$ cat src/rtl/wb_commit_stage.sv
// wb_commit_stage: multi-lane writeback/commit with exception squash and an in-order pending-load queue.
// Define WB_DEBUG_TRACE_EN to drive the dbg_* trace outputs; otherwise they are tied to 0.
module wb_commit_stage #(
  parameter int LANES     = 2,
  parameter int XLEN      = 32,
  parameter int RA_W      = 5,
  parameter int LDQ_DEPTH = 4,
  parameter int ECODE_W   = 7
) (
  input  logic                       clk,
  input  logic                       aresetn,
  input  logic                       flush_i,
  input  logic [LANES-1:0]           in_valid,
  output logic                       in_ready,
  input  logic [LANES*XLEN-1:0]      in_pc,
  input  logic [LANES*32-1:0]        in_inst,
  input  logic [LANES-1:0]           in_we,
  input  logic [LANES*RA_W-1:0]      in_rd,
  input  logic [LANES*XLEN-1:0]      in_data,
  input  logic [LANES-1:0]           in_is_load,
  input  logic [LANES-1:0]           in_exc,
  input  logic [LANES*ECODE_W-1:0]   in_ecode,
  input  logic [LANES*XLEN-1:0]      in_badv,
  input  logic                       ld_resp_valid,
  input  logic [XLEN-1:0]            ld_resp_data,
  output logic [LANES:0]             wb_we,
  output logic [(LANES+1)*RA_W-1:0]  wb_rd,
  output logic [(LANES+1)*XLEN-1:0]  wb_data,
  output logic                       exc_valid,
  output logic [ECODE_W-1:0]         exc_ecode,
  output logic [XLEN-1:0]            exc_pc,
  output logic [XLEN-1:0]            exc_badv,
  output logic                       ldq_err,
  output logic [LANES-1:0]           dbg_valid,
  output logic [LANES*XLEN-1:0]      dbg_pc,
  output logic [LANES*32-1:0]        dbg_inst
);

  localparam int PW = (LDQ_DEPTH > 1) ? $clog2(LDQ_DEPTH) : 1;
  localparam int CW = $clog2(LDQ_DEPTH + 1);
  localparam logic [CW:0] DEPTH_V = (CW+1)'(LDQ_DEPTH);

  logic [RA_W-1:0]  r_q [LDQ_DEPTH];
  logic [PW-1:0]    r_head;
  logic [PW-1:0]    r_tail;
  logic [CW-1:0]    r_count;

  logic [LANES-1:0] w_live;
  logic [LANES-1:0] w_push;
  logic [CW-1:0]    w_pos [LANES];
  logic [CW-1:0]    w_nload;
  logic             w_hit;
  logic [ECODE_W-1:0] w_ecode;
  logic [XLEN-1:0]  w_epc;
  logic [XLEN-1:0]  w_ebadv;
  logic             w_pop;
  logic [CW:0]      w_room;
  logic             w_fire;

  // Find the oldest excepting lane; lanes before it are live, loads among them push.
  always_comb begin
    w_hit   = 1'b0;
    w_live  = '0;
    w_push  = '0;
    w_nload = '0;
    w_ecode = '0;
    w_epc   = '0;
    w_ebadv = '0;
    for (int i = 0; i < LANES; i++) begin
      w_pos[i] = w_nload;
      if (in_valid[i] && !w_hit) begin
        if (in_exc[i]) begin
          w_hit   = 1'b1;
          w_ecode = in_ecode[i*ECODE_W +: ECODE_W];
          w_epc   = in_pc[i*XLEN +: XLEN];
          w_ebadv = in_badv[i*XLEN +: XLEN];
        end else begin
          w_live[i] = 1'b1;
          if (in_is_load[i]) begin
            w_push[i] = 1'b1;
            w_nload   = w_nload + CW'(1);
          end
        end
      end
    end
  end

  // A same-cycle pop frees one slot for the incoming group.
  always_comb begin
    w_pop    = ld_resp_valid && (r_count != '0);
    w_room   = DEPTH_V - {1'b0, r_count} + (CW+1)'(w_pop);
    in_ready = (w_room >= {1'b0, w_nload});
    w_fire   = (|in_valid) && in_ready && !flush_i;
  end

  // Queue storage: load destinations written at the tail in lane order.
  always_ff @(posedge clk) begin
    if (w_fire) begin
      for (int i = 0; i < LANES; i++) begin
        if (w_push[i])
          r_q[r_tail + PW'(w_pos[i])] <= in_rd[i*RA_W +: RA_W];
      end
    end
  end

  // Queue pointers, occupancy and the sticky empty-response error.
  always_ff @(posedge clk or negedge aresetn) begin
    if (!aresetn) begin
      r_head  <= '0;
      r_tail  <= '0;
      r_count <= '0;
      ldq_err <= 1'b0;
    end else begin
      if (w_pop)
        r_head <= r_head + PW'(1);
      if (w_fire)
        r_tail <= r_tail + PW'(w_nload);
      r_count <= r_count + (w_fire ? w_nload : '0) - CW'(w_pop);
      if (ld_resp_valid && (r_count == '0))
        ldq_err <= 1'b1;
    end
  end

  // Register-file writes, load-port write and exception pulse.
  always_ff @(posedge clk or negedge aresetn) begin
    if (!aresetn) begin
      wb_we     <= '0;
      wb_rd     <= '0;
      wb_data   <= '0;
      exc_valid <= 1'b0;
      exc_ecode <= '0;
      exc_pc    <= '0;
      exc_badv  <= '0;
    end else begin
      wb_we     <= '0;
      exc_valid <= 1'b0;
      for (int i = 0; i < LANES; i++) begin
        if (w_fire && w_live[i] && !in_is_load[i]) begin
          wb_we[i] <= in_we[i] && (in_rd[i*RA_W +: RA_W] != '0);
          wb_rd[i*RA_W +: RA_W]   <= in_rd[i*RA_W +: RA_W];
          wb_data[i*XLEN +: XLEN] <= in_data[i*XLEN +: XLEN];
        end
      end
      if (w_pop) begin
        wb_we[LANES] <= (r_q[r_head] != '0);
        wb_rd[LANES*RA_W +: RA_W]   <= r_q[r_head];
        wb_data[LANES*XLEN +: XLEN] <= ld_resp_data;
      end
      if (w_fire && w_hit) begin
        exc_valid <= 1'b1;
        exc_ecode <= w_ecode;
        exc_pc    <= w_epc;
        exc_badv  <= w_ebadv;
      end
    end
  end

`ifdef WB_DEBUG_TRACE_EN
  // Commit trace: every live lane of an accepted group, loads included.
  always_ff @(posedge clk or negedge aresetn) begin
    if (!aresetn) begin
      dbg_valid <= '0;
      dbg_pc    <= '0;
      dbg_inst  <= '0;
    end else begin
      dbg_valid <= w_fire ? w_live : '0;
      for (int i = 0; i < LANES; i++) begin
        if (w_fire && w_live[i]) begin
          dbg_pc[i*XLEN +: XLEN] <= in_pc[i*XLEN +: XLEN];
          dbg_inst[i*32 +: 32]   <= in_inst[i*32 +: 32];
        end
      end
    end
  end
`else
  assign dbg_valid = '0;
  assign dbg_pc    = '0;
  assign dbg_inst  = '0;
`endif

endmodule
$ cat config.mk
export PLATFORM = sky130hd
export DESIGN_NAME = wb_commit_stage
export DESIGN_NICKNAME = d
export VERILOG_FILES = /design/src/rtl/wb_commit_stage.sv
export SDC_FILE = /design/constraint.sdc
export NUM_CORES = 1
export LEC_CHECK = 0
export ABC_CLOCK_PERIOD_IN_PS = 6900
export CORE_AREA = 2 2 251 253
export CTS_CLUSTER_DIAMETER = 60
export DETAILED_ROUTE_END_ITERATION = 8
export DIE_AREA = 0 0 253 255
export SKIP_LAST_GASP = 1
export SYNTH_ARGS = -nofsm -noshare
export SYNTH_HDL_FRONTEND = slang
export SYNTH_SLANG_ARGS = --single-unit
$ cat constraint.sdc
create_clock -name clk -period 6.9 [get_ports clk]
set_clock_uncertainty 0.15 [all_clocks]
set_input_delay 1.38 -clock clk [delete_from_list [all_inputs] [get_ports clk]]
set_output_delay 1.38 -clock clk [all_outputs]
set_load 0.02 [all_outputs]
==> results.py <==
metrics = {
    "worst_setup_path": {
        "reg2reg_slack_ns": 2.85,
        "arrival_ns": 4.35,
        "startpoint_type": "primary input",
        "crit_fanout": 13,
        "timing.rr.start": "r_count[2]",
        "r2r_cells": 11,
        "cp_slowest_cell": "clkdlybuf4s50_1",
        "reg2reg_to": "wb_data[18]",
        "critPathKind": "primary input to output pin",
        "path_cells": "clkdlybuf4s50_1 > and3b_1 > ha_1 > mux2_2 > ha_1 > nand2b_1 > a221o_1 > buf_4 > clkdlybuf4s50_1",
        "max_stage_delay_ns": 0.58,
        "cp_data_required_time_ns": 5.37,
        "cp-end-kind": "output pin",
    },
    "floorplanning": {
        "core_area_mm2": 0.0622,
        "boundaryPins": 642,
        "dieWidth_um": 253,
        "dieHeight_um": 255,
        "floorplan.rows": 92,
        "dieArea_mm2": 0.0645,
        "start_util": 0.162,
    },
    "synth": {
        "synth_compound_area_frac": 0.125,
        "synthXorXnorAreaFrac": 0.00608,
        "synth_fa_ha_area_frac": 0.0144,
        "async_flop_share": 0.907,
        "synth_top_family_by_area": "buffers and inverters",
        "synth.area.mux_share": 0.124,
        "synth_top_area_share": 0.481,
        "yosys_warnings": 0,
        "ys_seq_area_frac": 0.541,
        "ys_types": 44,
        "syn-cell-area_mm2": 0.0101,
        "synth-seq-cells": 214,
        "synth_area_leaders": "dfrtp_1, mux2_2, buf_4",
        "synth-edff-count": 20,
        "synthSimpleGateAreaFrac": 0.0595,
        "syn_inst": 819,
        "synth_ff_type": "dfrtp_1",
        "synth_area_leader_cell": "dfrtp_1",
        "avgSynthCellArea_um2": 12.3,
    },
    "clocking": {
        "hold_buffers": 0,
        "cts_resized": 0,
        "cts_tree": "done",
        "cts.sinks": 214,
        "clock_latency_ns": 0.57,
        "htree_levels": 1,
        "cts_made_buffers": 29,
        "path_clk_slew_ns": 0.06,
        "clockBufferDepth": 3,
        "clockRootBuffer": "clkbuf_16",
        "cts_setup_buffers": 0,
    },
    "drt": {
        "wl_per_cell_um": 15.5,
        "final_antenna_net_count": 0,
        "vias": 7732,
        "drtPass1Iterations": 4,
        "drt-initial-drc-count": 256,
        "drcViolationCount": 0,
        "viasPerCell": 3.72,
        "drt_wl_total_um": 32100,
    },
    "placed_design": {
        "place_ws_ns": 1.05,
        "dpl_cell_area_mm2": 0.0149,
        "gp_congestion": 0.765,
        "dp_hpwl_um": 24300,
        "io_buffer_count": 447,
    },
    "sta": {
        "fin_ws_ns": 1.02,
        "rsz0062_at_grt": "no",
        "finalCritPeriodShare": 0.852,
        "tightestPinTransition_ns": 1.06,
        "min_period_ns": 5.88,
        "timing.fmax_mhz": 170,
        "slew_headroom": 0.285,
        "setup_viol": 0,
        "drv_slew": 0,
        "setup_tns_ns": 0,
        "finalHoldViolCount": 0,
    },
    "power": {
        "irDropWorstVdd_uv": 190,
        "leakagePower_nw": 6.48,
        "power.density_mw_per_mm2": 398,
        "p_total_mw": 6.29,
    },
    "cells_and_area": {
        "fin_util": 0.254,
        "area_delta_synth_final_pct": 56.6,
        "multi_input_area_mm2": 0.00382,
        "stdcell_area_mm2": 0.0158,
        "fillers": 6582,
        "layout-drive-gt1-share": 0.128,
        "seq_area_mm2": 0.00546,
        "nets": 1592,
    },
    "global_routing": {
        "grt_pass1_wl_um": 46400,
        "grt_max_degree": 107,
        "grt_pass1_vias": 7809,
        "gr-total-overflow": 0,
        "antenna_found_initial": 5,
        "track_usage": 0.0933,
    },
    "hold_path": {
        "hold_path_depth": 1,
        "whs_endpoint": "ldq_err",
        "hold_path.class": "register to register",
        "min_from": "ldq_err",
    },
    "run_status": {
        "status": "finished, final reports clean",
    },
    "flow_run": {
        "cap_violations": 0,
    },
}
==> area by class of cell <==
type	instances	share of cell area
Timing Repair Buffer	458	0.290
Clock inverter	11	0.00626
Antenna cell	1	0.000158
Multi-Input combinational cell	544	0.242
Tap cell	799	0.0633
Sequential cell	214	0.345
Clock buffer	40	0.0511
Inverter	10	0.00238
==> registers in the layout (all words and copies together) (netlist names) <==
name and count:
wb_we 3, r_q 20, ldq_err 1, exc_ecode 7
wb_rd 15, r_tail 2, r_head 2, exc_valid 1
exc_badv 32, wb_data 96, r_count 3, exc_pc 32
==> routing by layer <==
layer,up-vias,wire (µm),GRT usage
li1,3541,-,-
met1,3740,12200,0.106
met2,396,16100,0.164
met3,49,2890,0.0313
met4,6,835,0.0314
met5,-,37,0
==> layout by cell type, fill, tap and decap left out, types with 2 or more instances in the layout <==
cell type and n:
xnor2_1 6, o21ai_0 4, o31ai_1 2, mux2_1 9, clkdlybuf4s50_1 446, nor2_1 9, nor2_4 2, mux4_2 5
nand4_2 3, clkinv_4 3, a22oi_1 71, conb_1 130, clkinv_2 2, ha_1 10, clkbuf_16 29, nand3_1 2
nand4_1 2, mux2_2 92, nand2b_1 2, nor3_1 2, clkbuf_1 7, or4_1 2, inv_1 10, nand2_1 100
dfrtp_1 194, clkbuf_8 4, o2bb2ai_1 71, buf_4 10, edfxtp_1 20, inv_6 2
==> worst max-delay path: cells and delay by family <==
family                   cells  cell delay (ns)
buffers and inverters        3             1.31
AO/OA/AOI/OAI                1             0.34
multiplexers                 1             0.30
adder cells (fa/ha/maj)      2             0.56
AND/OR/NAND/NOR              2             0.45
==> metrics by stage <==
stage / hold slack [ns] / cells
2_1_floorplan: 0.331 / 948
3_3_place_gp: 0.303 / 2025
3_5_place_dp: 0.312 / 2025
4_1_cts: 0.326 / 2076
5_1_grt: 0.347 / 2077
6_report: 0.318 / 2077
==> synthesized netlist by cell type, types with 2 or more instances <==
cell type,number
a22oi_1,71
and2_1,2
buf_1,5
buf_2,13
buf_4,133
buf_6,11
clkbuf_1,18
dfrtp_1,194
edfxtp_1,20
ha_1,10
inv_1,10
mux2_1,9
mux2_2,92
mux4_2,5
nand2_1,101
nand2b_1,3
nand3_1,3
nand4_1,2
nand4_2,3
nor2_1,9
nor3_1,2
o21ai_0,4
o2bb2ai_1,71
o31ai_1,2
or4_1,2
xnor2_1,6
==> logic make-up after synthesis <==
logic type | after synthesis
flip-flops | 214
buffers and inverters | 190
AO/OA/AOI/OAI | 155
AND/OR/NAND/NOR | 135
multiplexers | 106
adder cells (fa/ha/maj) | 11
XOR/XNOR | 7
other | 1
==> power breakdown <==
part | internal (mW) | total (mW) | switching [mW]
combinational | 1.39 | 2.77 | 1.39
sequential | 1.79 | 2.10 | 0.308
clock | 0.824 | 1.42 | 0.591
==> worst max path at each step <==
stage,from,endpoint,slack [ns],depth (start not counted)
finish,in_valid[0],in_ready,1.02,9
global route,in_valid[0],in_ready,0.87,9
CTS,in_valid[0],in_ready,1.04,9
detailed placement,in_valid[0],in_ready,1.05,9
global placement,in_valid[0],in_ready,1.06,9
floorplan,ld_resp_valid,in_ready,2.16,9
Note: power is estimated with default switching activity, not from simulation.
